<file path="config.mk">
export PLATFORM = sky130hd
export DESIGN_NAME = sprite_mem_writer
export DESIGN_NICKNAME = d
export VERILOG_FILES = /design/src/rtl/sprite_mem_writer.sv
export SDC_FILE = /design/constraint.sdc
export NUM_CORES = 1
export LEC_CHECK = 0
export ABC_AREA = 1
export BUFFER_PORTS_ARGS = -buffer_cell sky130_fd_sc_hd__buf_4
export CAP_MARGIN = 20
export CORE_MARGIN = 3
export CORE_UTILIZATION = 30
export CTS_BUF_LIST = sky130_fd_sc_hd__clkbuf_16
export DETAILED_ROUTE_END_ITERATION = 7
export PLACE_DENSITY = 0.5
export REMOVE_ABC_BUFFERS = 1
export SLEW_MARGIN = 30
export SYNTH_ARGS = -nofsm -noshare
export SYNTH_HDL_FRONTEND = slang
export SYNTH_SLANG_ARGS = --single-unit
</file>
<file path="constraint.sdc">
create_clock -name clk -period 2.1 [get_ports clk]
set_clock_uncertainty 0.2 [all_clocks]
set_input_delay 0 -clock clk [delete_from_list [all_inputs] [get_ports clk]]
set_output_delay 0 -clock clk [all_outputs]
set_load 0.01 [all_outputs]
</file>
<file path="src/rtl/sprite_mem_writer.sv">
// Write-side controller for the sprite memory: takes a load command (element, base, count)
// and streams pixel words into the memory write port, optionally only during blanking.
module sprite_mem_writer #(
    parameter int ELEMENT_W  = 3,
    parameter int ADDR_W     = 10,
    parameter int DATA_W     = 12,
    parameter int DEPTH      = 1024,
    parameter int BLANK_ONLY = 1
) (
    input  logic                 clk,
    input  logic                 reset,
    input  logic                 cmd_valid,
    output logic                 cmd_ready,
    input  logic [ELEMENT_W-1:0] cmd_element,
    input  logic [ADDR_W-1:0]    cmd_base,
    input  logic [ADDR_W:0]      cmd_count,
    input  logic                 pix_valid,
    output logic                 pix_ready,
    input  logic [DATA_W-1:0]    pix_data,
    input  logic                 abort,
    input  logic                 video_enable,
    output logic                 wr_enable,
    output logic [ELEMENT_W-1:0] wr_element,
    output logic [ADDR_W-1:0]    wr_address,
    output logic [DATA_W-1:0]    wr_data,
    output logic                 busy,
    output logic                 done,
    output logic                 error
);

    localparam logic [1:0] IDLE = 2'd0;
    localparam logic [1:0] LOAD = 2'd1;
    localparam logic [1:0] DONE = 2'd2;

    localparam logic [ADDR_W+1:0] DEPTH_L = (ADDR_W + 2)'(DEPTH);
    localparam logic [ADDR_W:0]   ONE_L   = (ADDR_W + 1)'(1);

    logic [1:0]           state_reg;
    logic [1:0]           state_next;
    logic [ELEMENT_W-1:0] elem_reg;
    logic [ADDR_W-1:0]    base_reg;
    logic [ADDR_W:0]      count_reg;
    logic [ADDR_W:0]      index_reg;

    logic [ADDR_W+1:0]    cmd_end;
    logic                 cmd_bad;
    logic                 cmd_fire;
    logic                 pix_fire;
    logic                 last_word;

    // Extra headroom bits keep base+count exact so the range check cannot alias.
    assign cmd_end   = {2'b00, cmd_base} + {1'b0, cmd_count};
    assign cmd_bad   = (cmd_count == '0) || (cmd_end > DEPTH_L);

    // Holding cmd_ready low during reset keeps the loader from seeing a bogus accept.
    assign cmd_ready = (state_reg == IDLE) && reset;
    assign pix_ready = (state_reg == LOAD) && ((BLANK_ONLY == 0) || !video_enable);
    assign busy      = (state_reg != IDLE);

    assign cmd_fire  = cmd_valid && cmd_ready;
    assign pix_fire  = pix_valid && pix_ready && !abort;
    assign last_word = (index_reg == (count_reg - ONE_L));

    always_comb begin
        state_next = state_reg;
        case (state_reg)
            IDLE: begin
                if (cmd_fire && !cmd_bad) begin
                    state_next = LOAD;
                end
            end
            LOAD: begin
                if (abort) begin
                    state_next = IDLE;
                end else if (pix_fire && last_word) begin
                    state_next = DONE;
                end
            end
            DONE:    state_next = IDLE;
            default: state_next = IDLE;
        endcase
    end

    always_ff @(posedge clk) begin
        if (!reset) begin
            state_reg  <= IDLE;
            elem_reg   <= '0;
            base_reg   <= '0;
            count_reg  <= '0;
            index_reg  <= '0;
            wr_enable  <= 1'b0;
            wr_element <= '0;
            wr_address <= '0;
            wr_data    <= '0;
            done       <= 1'b0;
            error      <= 1'b0;
        end else begin
            state_reg <= state_next;
            wr_enable <= 1'b0;
            done      <= 1'b0;
            error     <= 1'b0;

            if (cmd_fire) begin
                if (cmd_bad) begin
                    error <= 1'b1;
                end else begin
                    elem_reg  <= cmd_element;
                    base_reg  <= cmd_base;
                    count_reg <= cmd_count;
                    index_reg <= '0;
                end
            end

            // Range check at accept time guarantees base+index never wraps.
            if (pix_fire) begin
                wr_enable  <= 1'b1;
                wr_element <= elem_reg;
                wr_address <= base_reg + index_reg[ADDR_W-1:0];
                wr_data    <= pix_data;
                index_reg  <= index_reg + ONE_L;
                if (last_word) begin
                    done <= 1'b1;
                end
            end
        end
    end

endmodule

</file>
==> results.py <==
metrics = {
    "clock_tree": {
        "cts_root_buffer": "clkbuf_16",
        "max-clock-path-buffers": 2,
        "clk_pin_slew_ns": 0.05,
        "cts_tree": "yes",
        "clock-sinks": 65,
        "cts_buffers": 9,
        "insertion_delay_ns": 0.33,
        "htree_levels": 3,
    },
    "timing": {
        "hold_slack_ns": 0.0679,
        "period_minus_slack_ns": 2.05,
        "slew_headroom_pct": 75.6,
        "finalHoldViolCount": 0,
        "tightest_slew_ns": 0.366,
        "setup_viol": 0,
        "drv_slew": 0,
        "fin_ws_ns": 0.0473,
        "rsz0062_at_grt": "yes",
        "fmax_ghz": 0.487,
        "period_share_pct": 97.7,
    },
    "worst_setup_path": {
        "cpLargestDelayFamily": "simple AND/OR/NAND/NOR gates",
        "cp_data_arrival_time_ns": 2.13,
        "cp_slowest_stage_delay_ns": 0.33,
        "path_buf_inv": 2,
        "start_kind": "flop",
        "end_kind": "flop",
        "crit_top_cell": "nand2_2",
        "cp_slowest_cell": "dfxtp_1",
        "crit_type": "flop to flop",
        "path_max_fanout": 6,
        "required_ns": 2.17,
        "worstPathCellList": "buf_4 > ha_2 > nand3_2 > nor2_2 > nand2_2 > nor2_4 > nand2_2 > nor4_4 > o21ai_0 > a21oi_1 > nand2_1 > inv_1",
    },
    "layout": {
        "nets": 794,
        "final_cell_mix": "buf_4, nand2_1, nor2_1, inv_1, dfxtp_1",
        "area_growth_pct": 54.1,
        "antenna_cells": 0,
        "layout-drive-gt1-share_pct": 27.8,
        "finish.utilization_pct": 48.1,
        "final_common_cell": "buf_4",
        "largest_reg_flops": 12,
        "stdcell_count": 902,
    },
    "floorplan": {
        "die_area_um2": 14200,
        "start_util_pct": 31.2,
        "die_height_um": 119,
        "io_pins": 73,
        "dieWidth_um": 119,
        "coreArea_um2": 12300,
        "rows": 40,
    },
    "global_routing": {
        "antenna_found_initial": 0,
        "grt_pass1_vias": 3851,
        "grt_max_degree": 35,
        "grt_pass1_wl_um": 18100,
        "track_usage_pct": 15.5,
        "overflow": 0,
    },
    "pwr": {
        "p_int_mw": 2.54,
        "p_sw_share_pct": 27.0,
        "clkPwrFrac_pct": 40.5,
        "switching_power_mw": 0.940,
        "p_comb_share_pct": 22.2,
        "p_leak_nw": 2.85,
        "powerDensity_nw_per_um2": 590,
        "pwr-share-seq_pct": 37.2,
        "ir_worst_vdd_uv": 368,
    },
    "synth": {
        "synth_seq_area_share_pct": 34.0,
        "ys_warn_count": 0,
        "synth_area_um2": 3830,
        "postSynthAreaPerCell_um2": 6.73,
        "synth_cell_types": 34,
        "synthesis.instances": 569,
        "ys_ff_latch": 65,
    },
    "detailed_routing": {
        "drt_iter0_markers": 225,
        "routedWlPerCell_um": 12.7,
        "drc": 0,
        "ant_nets": 0,
        "drt_wl_total_um": 11500,
        "vias_per_cell": 4.51,
        "firstDrtPassIters": 5,
        "vias": 4072,
    },
    "run": {
        "cap_violations": 0,
    },
    "worst_hold_path": {
        "min_path_type": "input port to output pin",
    },
    "placement": {
        "dp_hpwl_um": 7980,
        "portBuffers": 72,
        "place.gp.congestion": 0.849,
        "place_inst": 839,
        "place_ws_ns": -0.282,
    },
    "run_status": {
        "run_status": "completed",
    },
}
-- synthesized netlist by cell type (all sizes together) --
library cell / number / area share, %
a211oi: 1 / 0.20
a21oi: 47 / 6.2
and3: 1 / 0.16
buf: 6 / 1.3
clkbuf: 15 / 1.5
dfxtp: 65 / 34
fa: 2 / 1.0
ha: 21 / 6.9
inv: 69 / 6.8
nand2: 123 / 12
nand3: 35 / 5.0
nand3b: 4 / 0.78
nand4: 17 / 2.8
nor2: 89 / 8.9
nor3: 8 / 1.0
nor4: 3 / 0.49
o2111ai: 1 / 0.23
o211ai: 2 / 0.39
o21a: 1 / 0.20
o21ai: 36 / 4.7
o21bai: 3 / 0.59
o22ai: 1 / 0.16
or2: 1 / 0.16
xnor2: 5 / 1.1
xor2: 13 / 3.0
-- worst paths after layout --
kind,slack [ns],to,startpoint,depth (start not counted)
max,0.05,index_reg[10],index_reg[0],12
min,0.07,pix_ready,video_enable,3
max reg2reg,0.05,index_reg[10],index_reg[0],12
min reg2reg,0.27,wr_element[2],elem_reg[2],2
-- power groups by stage --
stage / Combinational (mW) / Clock, mW / Sequential, mW
6_report: 0.774 / 1.41 / 1.30
5_1_grt: 0.866 / 1.52 / 1.30
4_1_cts: 0.693 / 1.45 / 1.30
3_5_place_dp: 0.627 / 0 / 1.32
3_3_place_gp: 0.617 / 0 / 1.32
2_1_floorplan: 0.348 / 0 / 1.32
-- per-stage QoR --
stage / cell area (µm²) / power (mW) / TNS [ns]
2_1_floorplan: 3720 / 1.67 / -59.70
3_3_place_gp: 4880 / 1.94 / -7.19
3_5_place_dp: 4880 / 1.95 / -9.32
4_1_cts: 5600 / 3.44 / 0
5_1_grt: 5900 / 3.69 / -0.877
6_report: 5900 / 3.48 / 0
-- worst reg2reg max path, cell delays in order, from the launching register on --
cell and delay, ns:
dfxtp_1 0.33, buf_4 0.15, ha_2 0.21, nand3_2 0.10, nor2_2 0.15, nand2_2 0.09
nor2_4 0.12, nand2_2 0.09, nor4_4 0.22, o21ai_0 0.11, a21oi_1 0.13, nand2_1 0.06
inv_1 0.04
-- layer usage --
metal  global-route usage [%]  up-vias  routed length [µm]
met5                        0        -                   0
met3                     3.47       12                 289
met2                     25.6       54                5480
met4                     4.27        0                 142
li1                         -     2160                   -
met1                     20.5     1846                5560
-- what timing repair did --
| item | in CTS | in global routing |
|---|---|---|
| hold endpoints to repair | 39 | 0 |
| gates cloned | 0 | 4 |
| resized for setup | 10 | 59 |
| setup buffers | 0 | 3 |
| setup endpoints to repair | 6 | 41 |
| pin swaps | 1 | 23 |
| hold buffers | 40 | 0 |
-- cells by family (layout without fill, tap and decap cells) --
logic type | Yosys count | in the layout | share of synthesized area, %
AO/OA/AOI/OAI | 92 | 92 | 12.7
AND/OR/NAND/NOR | 281 | 282 | 31.7
flip-flops | 65 | 65 | 34.0
buffers and inverters | 90 | 254 | 9.58
XOR/XNOR | 18 | 18 | 4.12
adder cells (fa/ha/maj) | 23 | 23 | 7.91
-- layout make-up --
type | instances | area (µm²)
clock buffer | 9 | 225
clock inverter | 7 | 53.8
fill | 1226 | 6360
inverter | 69 | 259
multi-input combinational | 415 | 2410
sequential | 65 | 1310
tap | 168 | 210
timing repair buffer | 169 | 1440
Power figures use the tool's default switching activity.
